File: config.mk
export PLATFORM = sky130hd
export DESIGN_NAME = tluh_device_adapter
export DESIGN_NICKNAME = d
export VERILOG_FILES = /design/src/rtl/tluh_pkg.sv /design/src/rtl/tluh_device_adapter.sv
export SDC_FILE = /design/constraint.sdc
export NUM_CORES = 1
export LEC_CHECK = 0
export BUFFER_PORTS_ARGS = -buffer_cell sky130_fd_sc_hd__buf_2
export CAP_MARGIN = 5
export CELL_PAD_IN_SITES_DETAIL_PLACEMENT = 0
export CELL_PAD_IN_SITES_GLOBAL_PLACEMENT = 1
export CORE_ASPECT_RATIO = 0.6
export CORE_UTILIZATION = 37
export DETAILED_ROUTE_END_ITERATION = 10
export PLACE_DENSITY_LB_ADDON = 0.1
export RECOVER_POWER = 25
export SLEW_MARGIN = 20
export SYNTH_ARGS = -nofsm -noshare
export SYNTH_HDL_FRONTEND = slang
export SYNTH_SLANG_ARGS = --single-unit
File: constraint.sdc
create_clock -name clk_i -period 5.1 [get_ports clk_i]
set_clock_uncertainty 0.2 [all_clocks]
set_input_delay 0.51 -clock clk_i [delete_from_list [all_inputs] [get_ports clk_i]]
set_output_delay 0.51 -clock clk_i [all_outputs]
set_load 0.05 [all_outputs]
File: src/rtl/tluh_pkg.sv
// Shared TL-UH link definitions: bus widths, channel A/D opcodes and the
// host-to-device / device-to-host channel structs used by the device adapter.
package tluh_pkg;

  localparam int TL_AW  = 32;        // address width
  localparam int TL_DW  = 32;        // data width
  localparam int TL_DBW = TL_DW / 8; // bytes per beat
  localparam int TL_SZW = 3;         // a_size / d_size width
  localparam int TL_AIW = 8;         // source id width

  // Channel A opcodes
  localparam logic [2:0] OP_PUT_FULL    = 3'h0;
  localparam logic [2:0] OP_PUT_PARTIAL = 3'h1;
  localparam logic [2:0] OP_ARITH       = 3'h2;
  localparam logic [2:0] OP_LOGICAL     = 3'h3;
  localparam logic [2:0] OP_GET         = 3'h4;
  localparam logic [2:0] OP_INTENT      = 3'h5;

  // Channel D opcodes
  localparam logic [2:0] OP_ACCESS_ACK      = 3'h0;
  localparam logic [2:0] OP_ACCESS_ACK_DATA = 3'h1;
  localparam logic [2:0] OP_HINT_ACK        = 3'h2;

  typedef struct packed {
    logic              a_valid;
    logic [2:0]        a_opcode;
    logic [2:0]        a_param;
    logic [TL_SZW-1:0] a_size;
    logic [TL_AIW-1:0] a_source;
    logic [TL_AW-1:0]  a_address;
    logic [TL_DBW-1:0] a_mask;
    logic [TL_DW-1:0]  a_data;
    logic              d_ready;
  } tluh_h2d_t;

  typedef struct packed {
    logic              d_valid;
    logic [2:0]        d_opcode;
    logic [2:0]        d_param;
    logic [TL_SZW-1:0] d_size;
    logic [TL_AIW-1:0] d_source;
    logic              d_sink;
    logic [TL_DW-1:0]  d_data;
    logic              d_error;
    logic              a_ready;
  } tluh_d2h_t;

endpackage

File: src/rtl/tluh_device_adapter.sv
// tluh_device_adapter: responder end of a TL-UH link. Converts channel A
// requests into a req/gnt/rvalid memory-port sequence and returns channel D
// responses. One transaction in flight.
//
// Optional feature macro: TLUH_DEV_ATOMIC_EN
//   defined   -> single-beat Arithmetic/Logical atomics (read-modify-write)
//   undefined -> atomics answered with an AccessAckData error, no ALU built
//
// Ports:
//   clk_i, rst_i         clock, asynchronous active-high reset
//   tl_d_c_a / tl_d_c_d  TL-UH channel A (+d_ready) in, channel D (+a_ready) out
//   req_o/gnt_i          memory request, consumed when req_o && gnt_i
//   we_o, addr_o, wdata_o, be_o   write enable, word address, write data, byte enables
//   rvalid_i, rdata_i    read data return, one per granted read
//   err_i                error qualifier, sampled with rvalid_i or write grant
//   state_o              current FSM state (debug)
//
// Handshake rules: a transfer on any channel happens on the rising edge where
// valid and ready are both high; valid, once raised, holds its payload stable
// until that edge. a_ready and all channel D fields are registered.
module tluh_device_adapter
  import tluh_pkg::*;
#(
  parameter int MAX_SIZE = 4
) (
  input  logic              clk_i,
  input  logic              rst_i,
  input  tluh_h2d_t         tl_d_c_a,
  output tluh_d2h_t         tl_d_c_d,
  output logic              req_o,
  input  logic              gnt_i,
  output logic              we_o,
  output logic [TL_AW-1:0]  addr_o,
  output logic [TL_DW-1:0]  wdata_o,
  output logic [TL_DBW-1:0] be_o,
  input  logic              rvalid_i,
  input  logic [TL_DW-1:0]  rdata_i,
  input  logic              err_i,
  output logic [2:0]        state_o
);

  localparam int DBW_LOG = $clog2(TL_DBW);

  typedef enum logic [2:0] {
    S_IDLE  = 3'd0,
    S_RD    = 3'd1,
    S_WR    = 3'd2,
    S_AT_RD = 3'd3,
    S_AT_WR = 3'd4,
    S_RSP   = 3'd5
  } state_e;

  state_e            state_q;
  logic              a_ready_q, d_valid_q, d_error_q;
  logic [2:0]        d_opcode_q;
  logic [TL_SZW-1:0] d_size_q;
  logic [TL_AIW-1:0] d_source_q;
  logic [TL_DW-1:0]  d_data_q;
  logic [2:0]        op_q;
  logic [5:0]        beats_q, iss_cnt_q, rsp_cnt_q;
  logic              inflight_q, sticky_err_q;

  logic a_fire, d_fire, mem_fire;
  assign a_fire   = tl_d_c_a.a_valid && a_ready_q;
  assign d_fire   = d_valid_q && tl_d_c_a.d_ready;
  assign mem_fire = req_o && gnt_i;

  // Request decode on the incoming A beat
  logic             is_atomic, param_bad, pre_err;
  logic [5:0]       a_beats;
  logic [TL_AW-1:0] a_word_addr;
  logic [2:0]       err_opcode;
  always_comb begin
    is_atomic = (tl_d_c_a.a_opcode == OP_ARITH) || (tl_d_c_a.a_opcode == OP_LOGICAL);
    param_bad = ((tl_d_c_a.a_opcode == OP_ARITH)   && (tl_d_c_a.a_param > 3'd4)) ||
                ((tl_d_c_a.a_opcode == OP_LOGICAL) && (tl_d_c_a.a_param > 3'd3));
    if (int'(tl_d_c_a.a_size) > DBW_LOG)
      a_beats = 6'(1 << (int'(tl_d_c_a.a_size) - DBW_LOG));
    else
      a_beats = 6'd1;
    pre_err = (int'(tl_d_c_a.a_size) > MAX_SIZE) ||
              ((tl_d_c_a.a_address & ((TL_AW'(1) << tl_d_c_a.a_size) - TL_AW'(1))) != '0) ||
              (is_atomic && (int'(tl_d_c_a.a_size) > DBW_LOG)) ||
              (is_atomic && param_bad) ||
              (tl_d_c_a.a_opcode > OP_INTENT);
    a_word_addr = tl_d_c_a.a_address & ~TL_AW'(TL_DBW - 1);
    if (tl_d_c_a.a_opcode == OP_GET || is_atomic) err_opcode = OP_ACCESS_ACK_DATA;
    else if (tl_d_c_a.a_opcode == OP_INTENT)      err_opcode = OP_HINT_ACK;
    else                                          err_opcode = OP_ACCESS_ACK;
  end

  // A failed Get still returns every beat of its burst; other errors are one beat.
  logic rsp_last, rd_last;
  assign rsp_last = (op_q == OP_GET) ? (rsp_cnt_q == beats_q - 6'd1) : 1'b1;
  assign rd_last  = (rsp_cnt_q == beats_q - 6'd1);

`ifdef TLUH_DEV_ATOMIC_EN
  logic [2:0]        param_q;
  logic [TL_DW-1:0]  adata_q, old_q, alu_res;
  logic [TL_DBW-1:0] mask_q;
  always_comb begin
    alu_res = rdata_i;
    if (op_q == OP_ARITH) begin
      case (param_q)
        3'd0:    alu_res = ($signed(rdata_i) < $signed(adata_q)) ? rdata_i : adata_q;
        3'd1:    alu_res = ($signed(rdata_i) > $signed(adata_q)) ? rdata_i : adata_q;
        3'd2:    alu_res = (rdata_i < adata_q) ? rdata_i : adata_q;
        3'd3:    alu_res = (rdata_i > adata_q) ? rdata_i : adata_q;
        3'd4:    alu_res = rdata_i + adata_q;
        default: alu_res = rdata_i;
      endcase
    end else begin
      case (param_q)
        3'd0:    alu_res = rdata_i ^ adata_q;
        3'd1:    alu_res = rdata_i | adata_q;
        3'd2:    alu_res = rdata_i & adata_q;
        default: alu_res = adata_q;
      endcase
    end
  end
`endif

  always_ff @(posedge clk_i or posedge rst_i) begin
    if (rst_i) begin
      state_q      <= S_IDLE;
      a_ready_q    <= 1'b0;
      d_valid_q    <= 1'b0;
      d_error_q    <= 1'b0;
      d_opcode_q   <= '0;
      d_size_q     <= '0;
      d_source_q   <= '0;
      d_data_q     <= '0;
      op_q         <= '0;
      beats_q      <= '0;
      iss_cnt_q    <= '0;
      rsp_cnt_q    <= '0;
      inflight_q   <= 1'b0;
      sticky_err_q <= 1'b0;
      req_o        <= 1'b0;
      we_o         <= 1'b0;
      addr_o       <= '0;
      wdata_o      <= '0;
      be_o         <= '0;
`ifdef TLUH_DEV_ATOMIC_EN
      param_q      <= '0;
      adata_q      <= '0;
      old_q        <= '0;
      mask_q       <= '0;
`endif
    end else begin
      if (d_fire) d_valid_q <= 1'b0;
      case (state_q)
        S_IDLE: begin
          a_ready_q <= 1'b1;
          if (a_fire) begin
            a_ready_q    <= 1'b0;
            op_q         <= tl_d_c_a.a_opcode;
            beats_q      <= a_beats;
            iss_cnt_q    <= '0;
            rsp_cnt_q    <= '0;
            inflight_q   <= 1'b0;
            sticky_err_q <= 1'b0;
            d_size_q     <= tl_d_c_a.a_size;
            d_source_q   <= tl_d_c_a.a_source;
            d_data_q     <= '0;
            d_error_q    <= 1'b0;
            addr_o       <= a_word_addr;
`ifdef TLUH_DEV_ATOMIC_EN
            param_q      <= tl_d_c_a.a_param;
            adata_q      <= tl_d_c_a.a_data;
            mask_q       <= tl_d_c_a.a_mask;
`endif
            if (pre_err) begin
              state_q    <= S_RSP;
              d_valid_q  <= 1'b1;
              d_error_q  <= 1'b1;
              d_opcode_q <= err_opcode;
            end else if (tl_d_c_a.a_opcode == OP_GET) begin
              state_q <= S_RD;
              req_o   <= 1'b1;
              we_o    <= 1'b0;
              be_o    <= '1;
            end else if (tl_d_c_a.a_opcode == OP_PUT_FULL ||
                         tl_d_c_a.a_opcode == OP_PUT_PARTIAL) begin
              // Beat 0 goes straight to memory from channel A.
              state_q <= S_WR;
              req_o   <= 1'b1;
              we_o    <= 1'b1;
              wdata_o <= tl_d_c_a.a_data;
              be_o    <= tl_d_c_a.a_mask;
            end else if (tl_d_c_a.a_opcode == OP_INTENT) begin
              state_q    <= S_RSP;
              d_valid_q  <= 1'b1;
              d_opcode_q <= OP_HINT_ACK;
            end else begin
`ifdef TLUH_DEV_ATOMIC_EN
              state_q <= S_AT_RD;
              req_o   <= 1'b1;
              we_o    <= 1'b0;
              be_o    <= '1;
`else
              state_q    <= S_RSP;
              d_valid_q  <= 1'b1;
              d_error_q  <= 1'b1;
              d_opcode_q <= OP_ACCESS_ACK_DATA;
`endif
            end
          end
        end
        S_RD: begin
          if (mem_fire) begin
            req_o      <= 1'b0;
            inflight_q <= 1'b1;
            iss_cnt_q  <= iss_cnt_q + 6'd1;
          end
          if (rvalid_i) begin
            d_valid_q  <= 1'b1;
            d_opcode_q <= OP_ACCESS_ACK_DATA;
            d_data_q   <= rdata_i;
            d_error_q  <= err_i;
            inflight_q <= 1'b0;
          end
          if (d_fire) begin
            rsp_cnt_q <= rsp_cnt_q + 6'd1;
            if (rd_last) begin
              state_q   <= S_IDLE;
              a_ready_q <= 1'b1;
            end
          end
          // Next read only once the D register can take its data.
          if (!req_o && !inflight_q && (iss_cnt_q < beats_q) && (!d_valid_q || d_fire)) begin
            req_o  <= 1'b1;
            addr_o <= addr_o + TL_AW'(TL_DBW);
          end
        end
        S_WR: begin
          if (mem_fire) begin
            req_o        <= 1'b0;
            iss_cnt_q    <= iss_cnt_q + 6'd1;
            sticky_err_q <= sticky_err_q | err_i;
            if (iss_cnt_q == beats_q - 6'd1) begin
              state_q    <= S_RSP;
              we_o       <= 1'b0;
              d_valid_q  <= 1'b1;
              d_opcode_q <= OP_ACCESS_ACK;
              d_error_q  <= sticky_err_q | err_i;
            end else begin
              a_ready_q <= 1'b1;
            end
          end
          if (a_fire) begin
            a_ready_q <= 1'b0;
            req_o     <= 1'b1;
            addr_o    <= addr_o + TL_AW'(TL_DBW);
            wdata_o   <= tl_d_c_a.a_data;
            be_o      <= tl_d_c_a.a_mask;
          end
        end
`ifdef TLUH_DEV_ATOMIC_EN
        S_AT_RD: begin
          if (mem_fire) req_o <= 1'b0;
          if (rvalid_i) begin
            old_q <= rdata_i;
            if (err_i) begin
              state_q    <= S_RSP;
              d_valid_q  <= 1'b1;
              d_opcode_q <= OP_ACCESS_ACK_DATA;
              d_error_q  <= 1'b1;
            end else begin
              state_q <= S_AT_WR;
              req_o   <= 1'b1;
              we_o    <= 1'b1;
              wdata_o <= alu_res;
              be_o    <= mask_q;
            end
          end
        end
        S_AT_WR: begin
          if (mem_fire) begin
            req_o      <= 1'b0;
            we_o       <= 1'b0;
            state_q    <= S_RSP;
            d_valid_q  <= 1'b1;
            d_opcode_q <= OP_ACCESS_ACK_DATA;
            d_data_q   <= old_q;
            d_error_q  <= err_i;
          end
        end
`endif
        S_RSP: begin
          if (d_fire) begin
            rsp_cnt_q <= rsp_cnt_q + 6'd1;
            if (rsp_last) begin
              state_q   <= S_IDLE;
              a_ready_q <= 1'b1;
            end else begin
              d_valid_q <= 1'b1;
            end
          end
        end
        default: state_q <= S_IDLE;
      endcase
    end
  end

  always_comb begin
    tl_d_c_d          = '0;
    tl_d_c_d.d_valid  = d_valid_q;
    tl_d_c_d.d_opcode = d_opcode_q;
    tl_d_c_d.d_size   = d_size_q;
    tl_d_c_d.d_source = d_source_q;
    tl_d_c_d.d_data   = d_data_q;
    tl_d_c_d.d_error  = d_error_q;
    tl_d_c_d.a_ready  = a_ready_q;
  end

  assign state_o = state_q;

endmodule

Word level (Yosys, flattened, before mapping)
Cells that the tools add are included.
- register bits after elaboration: 145
- output and inout bits: 126
- add/sub/neg operators: 6
- $lt $le $gt $ge: 6
- equality and inequality tests: 32
- shift operators: 2
- multiplexer cells: 97
- bitwise operators: 2
- reductions and logical operators: 48
- operator list (operator ; count):
    $mux W32 ; 10
    $pmux W32 S2 ; 2
    $pmux W32 S3 ; 1
    $mux W3 ; 17
    $mux W1 ; 43
    $add A32 B3 Y32 const B ; 1
    $and A32 B32 Y32 ; 1
    $reduce_bool A32 Y1 ; 1
    $shl A1 B3 Y32 const A ; 1
    $shl A1 B32 Y6 const A ; 1
    $sub A32 B1 Y32 const B ; 1
    $ne A2 B2 Y1 const B ; 13
    $mux W6 ; 4
    $pmux W6 S2 ; 2
    $reduce_and A7 Y1 ; 3
    $mux W4 ; 5
    $ne A3 B3 Y1 const B ; 6
    $reduce_and A3 Y1 ; 5
    $add A6 B1 Y6 const B ; 2
    $eq A3 B3 Y1 const B ; 4
    $eq A6 B6 Y1 ; 2
    $pmux W3 S4 ; 1
    $reduce_and A6 Y1 ; 2
    $logic_and A1 B1 Y1 ; 10
    25 further kinds ; 55

Longest topological paths before layout
Gate-level depths: netlist of the first run.
- depth in word-level cells: 11
- gate-level depth with buffers: 12

Least setup slack after synthesis of the first run
OpenSTA, ideal clock, no wires.
- kind: in2reg
- start point: input tl_d_c_a[79] in the netlist's numbering
- end point: register wdata_o[0]
- setup time: 125 ps
- data arrival time: 2779 ps
- required time: 4775 ps
- slack: 1997 ps
- stages: 11
- buffers on the path: 2
- cells stage by stage: clkbuf_1 -> inv_1 -> ha_1 -> mux2i_1 -> nand3b_1 -> a22o_1 -> nor4_4 -> nand2_4 -> a21oi_4 -> buf_6 -> mux2_2
- cells in the longest elaborated chain, start to end: 10
- RTL lines (what ; line ; RTL):
    start, declared ; tluh_device_adapter.sv:28 ; input tluh_h2d_t tl_d_c_a,
    $shl A1 B3 Y32 ; tluh_device_adapter.sv:82 ; ((tl_d_c_a.a_address & ((TL_AW'(1) << tl_d_c_a.a_size) - TL_AW'(1))) != '0) ||
    $sub A32 B1 Y32 ; tluh_device_adapter.sv:82 ;
    $and A32 B32 Y32 ; tluh_device_adapter.sv:82 ;
    $reduce_bool A32 Y1 ; tluh_device_adapter.sv:82 ;
    $logic_or A1 B1 Y1 ; tluh_device_adapter.sv:81 ; pre_err = (int'(tl_d_c_a.a_size) > MAX_SIZE) ||
    $logic_or A1 B1 Y1 (*) ; tluh_device_adapter.sv:82 ;
    $logic_or A1 B1 Y1 (*) ; tluh_device_adapter.sv:83 ; (is_atomic && (int'(tl_d_c_a.a_size) > DBW_LOG)) ||
    $logic_or A1 B1 Y1 (*) ; tluh_device_adapter.sv:84 ; (is_atomic && param_bad) ||
    $ne A2 B2 Y1 (no line) (*) ; n/a ;
    $reduce_and A6 Y1 (no line) (*) ; n/a ;
    end signal, assigned ; tluh_device_adapter.sv:189 ; wdata_o <= tl_d_c_a.a_data;
    end signal, assigned ; tluh_device_adapter.sv:255 ; wdata_o <= tl_d_c_a.a_data;
    end, declared ; tluh_device_adapter.sv:34 ; output logic [TL_DW-1:0] wdata_o,
Every way passes the cells marked *; elsewhere a longest branch is shown, timed or not.
A chain may end at the register's enable or synchronous reset.

Worst setup path after layout of the first run
- start point: input tl_d_c_a[79] in the netlist's numbering
- end point: register wdata_o[7]
The elaborated chain is that of the path after synthesis.

==> results of run 1 <==
-- layout make-up --
cell class / instances / area, um2
Clock buffer: 21 / 460
Clock inverter: 11 / 133
Fill cell: 1937 / 9870
Inverter: 22 / 86.3
Multi-Input combinational cell: 579 / 3500
Sequential cell: 142 / 3550
Tap cell: 266 / 333
Timing Repair Buffer: 253 / 1290
-- cell usage after synthesis (3+ instances only) --
cell,count
o21a_1,3
buf_4,10
xnor2_1,10
or4_1,4
o32ai_1,3
and3_1,5
dfrtp_1,142
nor3b_1,6
ha_1,18
a22o_1,4
mux2_2,42
nand4_1,10
nand3_1,59
nor2b_1,3
and2_1,3
or3_1,3
xor2_1,13
a31oi_1,7
buf_6,3
and4_1,6
o21ai_0,35
nor2_1,30
a21oi_1,64
nand3b_1,3
o31ai_1,6
inv_1,22
nand2_1,164
nor3_1,6
clkbuf_1,34
nand2b_1,11
o22ai_1,23
-- metrics by stage --
step | hold slack [ns] | cell area [um2] | setup WS (ns) | util (%)
after floorplan | 0.238 | 7360 | 0.580 | -
after global placement | 0.246 | 8770 | 1.61 | 45.6
after detailed placement | 0.252 | 8770 | 1.51 | 45.6
after CTS | 0.0510 | 9360 | 1.93 | 48.7
after global routing | 0.0612 | 9360 | 1.74 | 48.7
final | 0.0730 | 9360 | 1.94 | 48.7
-- flip-flops by register name (all words and copies together) (netlist names), 4 cells and up --
signal      count
d_source_q      8
beats_q         6
addr_o         30
wdata_o        32
iss_cnt_q       6
rsp_cnt_q       6
d_data_q       32
be_o            4
-- worst min-delay path, cell delays in order --
cell	delay (ns)
buf_2	0.07
nand2_1	0.04
nand2_1	0.04
-- cells by family after synthesis --
logic type / share of synthesized area [%]
AND/OR/NAND/NOR: 20.3
AO/OA/AOI/OAI: 13.4
flip-flops: 48.4
buffers and inverters: 4.59
multiplexers: 6.72
XOR/XNOR: 3.36
adder cells (fa/ha/maj): 3.21
other: 0.0511
-- worst max path at each step --
stage	startpoint	slack, ns	end	cells after the start
CTS	state_o[1]	1.93	iss_cnt_q[5]	7
floorplan	rst_i	0.58	a_ready_q	1
global placement	tl_d_c_a[79]	1.61	wdata_o[28]	11
detailed placement	tl_d_c_a[79]	1.51	wdata_o[0]	11
global route	state_o[1]	1.74	iss_cnt_q[5]	7
finish	tl_d_c_a[79]	1.94	wdata_o[7]	11
-- metal layers --
metal | routed length [um] | vias up | part of all wire [%] | track usage (%)
li1 | - | 3207 | - | -
met3 | 1310 | 23 | 6.0 | 4.24
met5 | 27 | - | 0.12 | 0
met4 | 250 | 4 | 1.2 | 7.00
met2 | 8660 | 201 | 40 | 29.8
met1 | 11500 | 3088 | 53 | 34.0
-- where the power goes --
group          total, uW  switching, uW  internal (uW)
Clock               1260            507            752
Combinational       1660           1180            482
Sequential          1520            172           1350
Total               4440           1860           2580
==> run metrics, run 1 <==
YS warnings=0; Fin. Hold Viols=0; die span in x=184 um; first-pass GRT wire length=34.3 mm; commonest non-fill, non-tap cell in the layout=buf_2; # setup viols final=0; grt ovf=0; non-filler instance count after layout=1294; post-CTS setup buffers=0; Min-Delay Path Depth=3; Max Cap Viol=1; clk buf depth=2; worst min-delay path category=in2reg; Worst Setup End Kind=flop; post-CTS sizing=0; Post-synth top flop=dfrtp_1; leading post-synthesis cells by cell area=dfrtp_1 (48%), nand2_1 (8.4%), mux2_2 (6.4%), a21oi_1 (4.4%), nand3_1 (4.0%); Initial Util=38.2%; Static Leak=0.00484 uW; Initial DRT Pass Iterations=5; WP data arrival=3.26 ns; final worst path period need=3.16 ns; initial antenna violation count=2; TritonCTS Sinks=roughly 140; CTS tree=built; Root Driver=clkbuf_16; Post-synth EDFFs=0; Final ANT Viol Nets=0; Die ar.=20400 um2; Avg Vias per Cell=5.04; crit-path cells=buf_2, inv_1, ha_1, mux2i_1, nand3b_1, a22o_1, nor4_4, nand2_4, a21oi_4, buf_4, mux2_2; fmax=0.317 GHz; height of the chip=111 um; CP max FO=32; Worst slew margin=-61.4%; Max Slew Vio Count=108; area grow syn2layout=27.6%; setup total negative slack=0 ns; largest net degree at the start of global routing=108; Worst VDD drop=0.000292 V; area leader, netlist=dfrtp_1; most frequent cells in the layout=buf_2 (241), nand2_1 (164), dfrtp_1 (142), a21oi_1 (62), nand3_1 (59); vias in the first global route=6099; Ports=250; n_diodes=0; Worst-Margin Slew=around 2.4 ns; # rows=39; PwrDens=between 400 and 500 nW/um2; Routed WL per cell=16.8 um; Initial DRC Count=about 450; DR vias=6523; number of port buffers=242; GRT Resource Usage Total=21.9%; Async SR Flop Fraction=100%; DRT Wirelength=roughly 22 mm; worst skew pair latency=approximately 0.43 ns; FF-to-FF path depth=7; count of cell types in the netlist=59; unrepaired setup endpoints after global routing=false; Inserted Clock Buffers=17; worst endpoint required time=approximately 5.2 ns; mapped cell area=between 7000 and 8000 um2; crit path max-delay cell type=nor4_4; flop-to-flop setup slack=around 2.0 ns; worst r2r src=state_o[1]; worst hold start=tl_d_c_a[70]; Synth Instances=788; flops & latches, synth=142; Mean Syn Cell Area=9.31 um2; CP bufs+invs=3; failing checks=capacitance limit, slew limit; Final nets=1157; Core Region=a little under 20000 um2; final cycle utilization of the critical path=61.9%; slowest stage delay, CP=between 0.4 and 0.5 ns; clk slew on worst S/H paths=0.06 ns; Startpoint Class=input port; ratio of cells with drive above 1 in the final layout=32.9%; R2R Path End=iss_cnt_q[5]; register area share after synthesis=48.4%; final total power=4440 uW; Hold EP=d_source_q[1]; DRC violations left=0; dpl hpwl=15.8 mm; gpl congestion=0.793; status=finished with violations; family with the most delay on the worst path=buffers and inverters; crit path kind=in2reg; dpl cells=1262; Synth top area share=48.4%; CTS Hold Buffers Added=0; CTS H-Tree Depth=4
Note: power is estimated with default switching activity, not from simulation.
==> run 2: changes to the inputs <==
- ABC_AREA: not set -> 1
- clock period: 5.1 -> 2.95 ns (I/O delays scaled with it)
==> run 2 against run 1 <==
Compared with the run above: the run ends with DRC, capacitance limit, slew limit left; routed wire length grew 28%; final cell count is 34% higher; flip-flop and latch count did not move; critical endpoint is now d_opcode_q[1]; largest cell class is now multi-input gates; largest power group unchanged.
==> run metrics, run 2 <==
dpl cells=1594 (+26%); top flop regs=d_data_q: 32 flops, wdata_o: 32 flops, addr_o: 30 flops; Worst Setup End Kind=flop; Mean Syn Cell Area=7.43 um2 (-20%); final total power=10800 uW (+140%); non-filler instance count after layout=1733 (+34%); Post-synth EDFFs=0 (unchanged); Fin. Hold Viols=0 (unchanged); DRT Wirelength=27.8 mm (+28%); Synth top area share=43.7% (-4.7 points); Worst VDD drop=0.000605 V (+110%); setup total negative slack=0 ns (unchanged); CP max FO=5 (-84%); Crit path top cell by count=nand2_1; Final nets=1584 (+37%); clk slew on worst S/H paths=0.06 ns (about the same); Static Leak=0.00592 uW (+22%); final cycle utilization of the critical path=90.1%; Synth top cells by count=nand2_1 (292), dfrtp_1 (142), nand3_1 (137); worst hold slack=0.0246 ns (-0.0483 ns); DR vias=8467 (+30%); Worst-Margin Slew=1.93 ns (-0.488 ns); height of the chip=117 um (+5.1%); Die ar.=22600 um2 (+11%); GRT Resource Usage Total=24.8% (+3.0 points); Worst slew margin=-28.9% (+33 points); grt ovf=0 (unchanged); ratio of cells with drive above 1 in the final layout=21.3% (-12 points); number of port buffers=242 (unchanged); gpl congestion=0.949 (+20%); CTS tree=built; Initial Util=38.2% (about the same); failing checks=DRC, capacitance limit, slew limit; TritonCTS Sinks=142 (unchanged); Initial DRT Pass Iterations=9 (+4); commonest non-fill, non-tap cell in the layout=nand2_1; Core Region=21300 um2 (+11%); slowest stage delay, CP=0.45 ns (-0.02 ns); Ports=250 (unchanged); final worst path period need=2.66 ns; Startpoint Class=flop; Avg Vias per Cell=4.89 (-3.1%); Async SR Flop Fraction=100% (unchanged); Max Cap Viol=1 (unchanged); worst skew pair latency=0.43 ns (about the same); largest net degree at the start of global routing=143 (+32%); first-pass GRT wire length=43.0 mm (+26%); PwrDens=953 nW/um2 (+100%); register area share after synthesis=43.7% (-4.7 points); Routed WL per cell=16.1 um (-4.3%); die span in x=193 um (+5.2%); post-layout util=53.1% (+4.5 points); clk buf depth=2 (unchanged); n_diodes=0 (unchanged); area leader, netlist=dfrtp_1; fmax=0.376 GHz; status=finished with violations; Synth Instances=1094 (+39%); most frequent cells in the layout=nand2_1 (291), buf_2 (218), dfrtp_1 (142), nand3_1 (137), inv_1 (120); worst min-delay path category=in2reg; initial antenna violation count=2 (unchanged); dpl hpwl=20.1 mm (+27%); flops & latches, synth=142 (unchanged); fill count=2077 (+7.2%); Inserted Clock Buffers=17 (unchanged); Initial DRC Count=633 (+41%); # rows=41 (+5.1%); Root Driver=clkbuf_16; YS warnings=0 (unchanged); leading post-synthesis cells by cell area=dfrtp_1 (44%), nand2_1 (13%), nand3_1 (8.4%), inv_1 (5.6%), o21ai_0 (4.5%); # setup viols final=0 (unchanged); CTS H-Tree Depth=4 (unchanged); area grow syn2layout=39.2%; WP data arrival=2.76 ns (-0.50 ns); crit path kind=reg2reg; unrepaired setup endpoints after global routing=false; DRC violations left=8 (+8); crit path max-delay cell type=dfrtp_1; crit-path cells=clkinv_1, ha_1, inv_1, a21oi_1, nand2_1, nor2_1, nand2_1, nor2_2, nand2_1, nand2_1, nand3b_1, o21ai_0, nand2_1; Max Slew Vio Count=143 (+32%); Final ANT Viol Nets=0 (unchanged); vias in the first global route=7711 (+26%); Post-synth top flop=dfrtp_1; post-CTS setup buffers=0 (unchanged); worst endpoint required time=3.05 ns (-2.16 ns); mapped cell area=8130 um2 (+11%); most numerous cell in the Yosys netlist=nand2_1; count of cell types in the netlist=47 (-20%)
## run 2: worst paths after layout
kind | cells past startpoint | slack (ns) | startpoint | endpoint
max | 13 | 0.29 | beats_q[0] | d_opcode_q[1]
min | 4 | 0.02 | gnt_i | req_o
max reg2reg | 13 | 0.29 | beats_q[0] | d_opcode_q[1]
min reg2reg | 2 | 0.27 | wdata_o[22] | wdata_o[22]
max in group asynchronous | 4 | 0.40 | rst_i | d_source_q[1]
min in group asynchronous | 4 | 0.87 | rst_i | addr_o[31]
## run 2: final cells by class
cell class / count / area [um2] / area share [%]
multi-input cells: 779 / 3870 / 34.2
clock inverters: 10 / 139 / 1.23
repair buffers: 370 / 2440 / 21.6
flip-flops and latches: 142 / 3550 / 31.4
well taps: 279 / 349 / 3.09
clock buffers: 21 / 460 / 4.07
inverters: 132 / 502 / 4.43
## run 2: what timing repair did
| item | 4_1_cts | 5_1_grt |
|---|---|---|
| endpoints found under the hold margin | 249 | 0 |
| gates resized for setup | 0 | 5 |
| setup endpoints to repair | 0 | 34 |
| hold buffers | 108 | 0 |
## run 2: report_power, final
part	switching [uW]	internal, uW
clock network	873	1370
logic	3960	1430
registers	560	2590
## run 2: logic make-up after synthesis
group | count (synthesis) | share of synthesized area, %
simple gates | 582 | 31.4
buf+inv | 179 | 9.36
compound gates | 153 | 10.4
flops | 142 | 43.7
fa+ha+maj | 18 | 2.77
xor+xnor | 16 | 1.89
mux | 3 | 0.369
other cells | 1 | 0.0461
## run 2: layer usage
layer / share of wire [%] / track usage (%) / wire length [um] / vias up
met1: 51 / 38.5 / 14300 / 3894
met4: 0.52 / 4.85 / 146 / 4
li1: - / - / - / 4237
met5: 0.072 / 0 / 20 / -
met3: 10 / 9.37 / 2840 / 14
met2: 38 / 31.7 / 10500 / 318
## run 2: worst max-delay path, delay by kind of cell (launching register included)
kind	cells	cell delay (ns)
AO/OA/AOI/OAI	2	0.35
adder cells (fa/ha/maj)	1	0.33
buffers and inverters	2	0.18
flip-flops	1	0.45
AND/OR/NAND/NOR	8	1.02
## run 2: per-stage QoR
stage / instance area [um2] / setup slack [ns]
after floorplan: 8150 / 0.672
after CTS: 11300 / 0.239
after global placement: 9660 / 0.282
after global routing: 11300 / 0.00492
after detailed placement: 9660 / 0.182
final: 11300 / 0.292
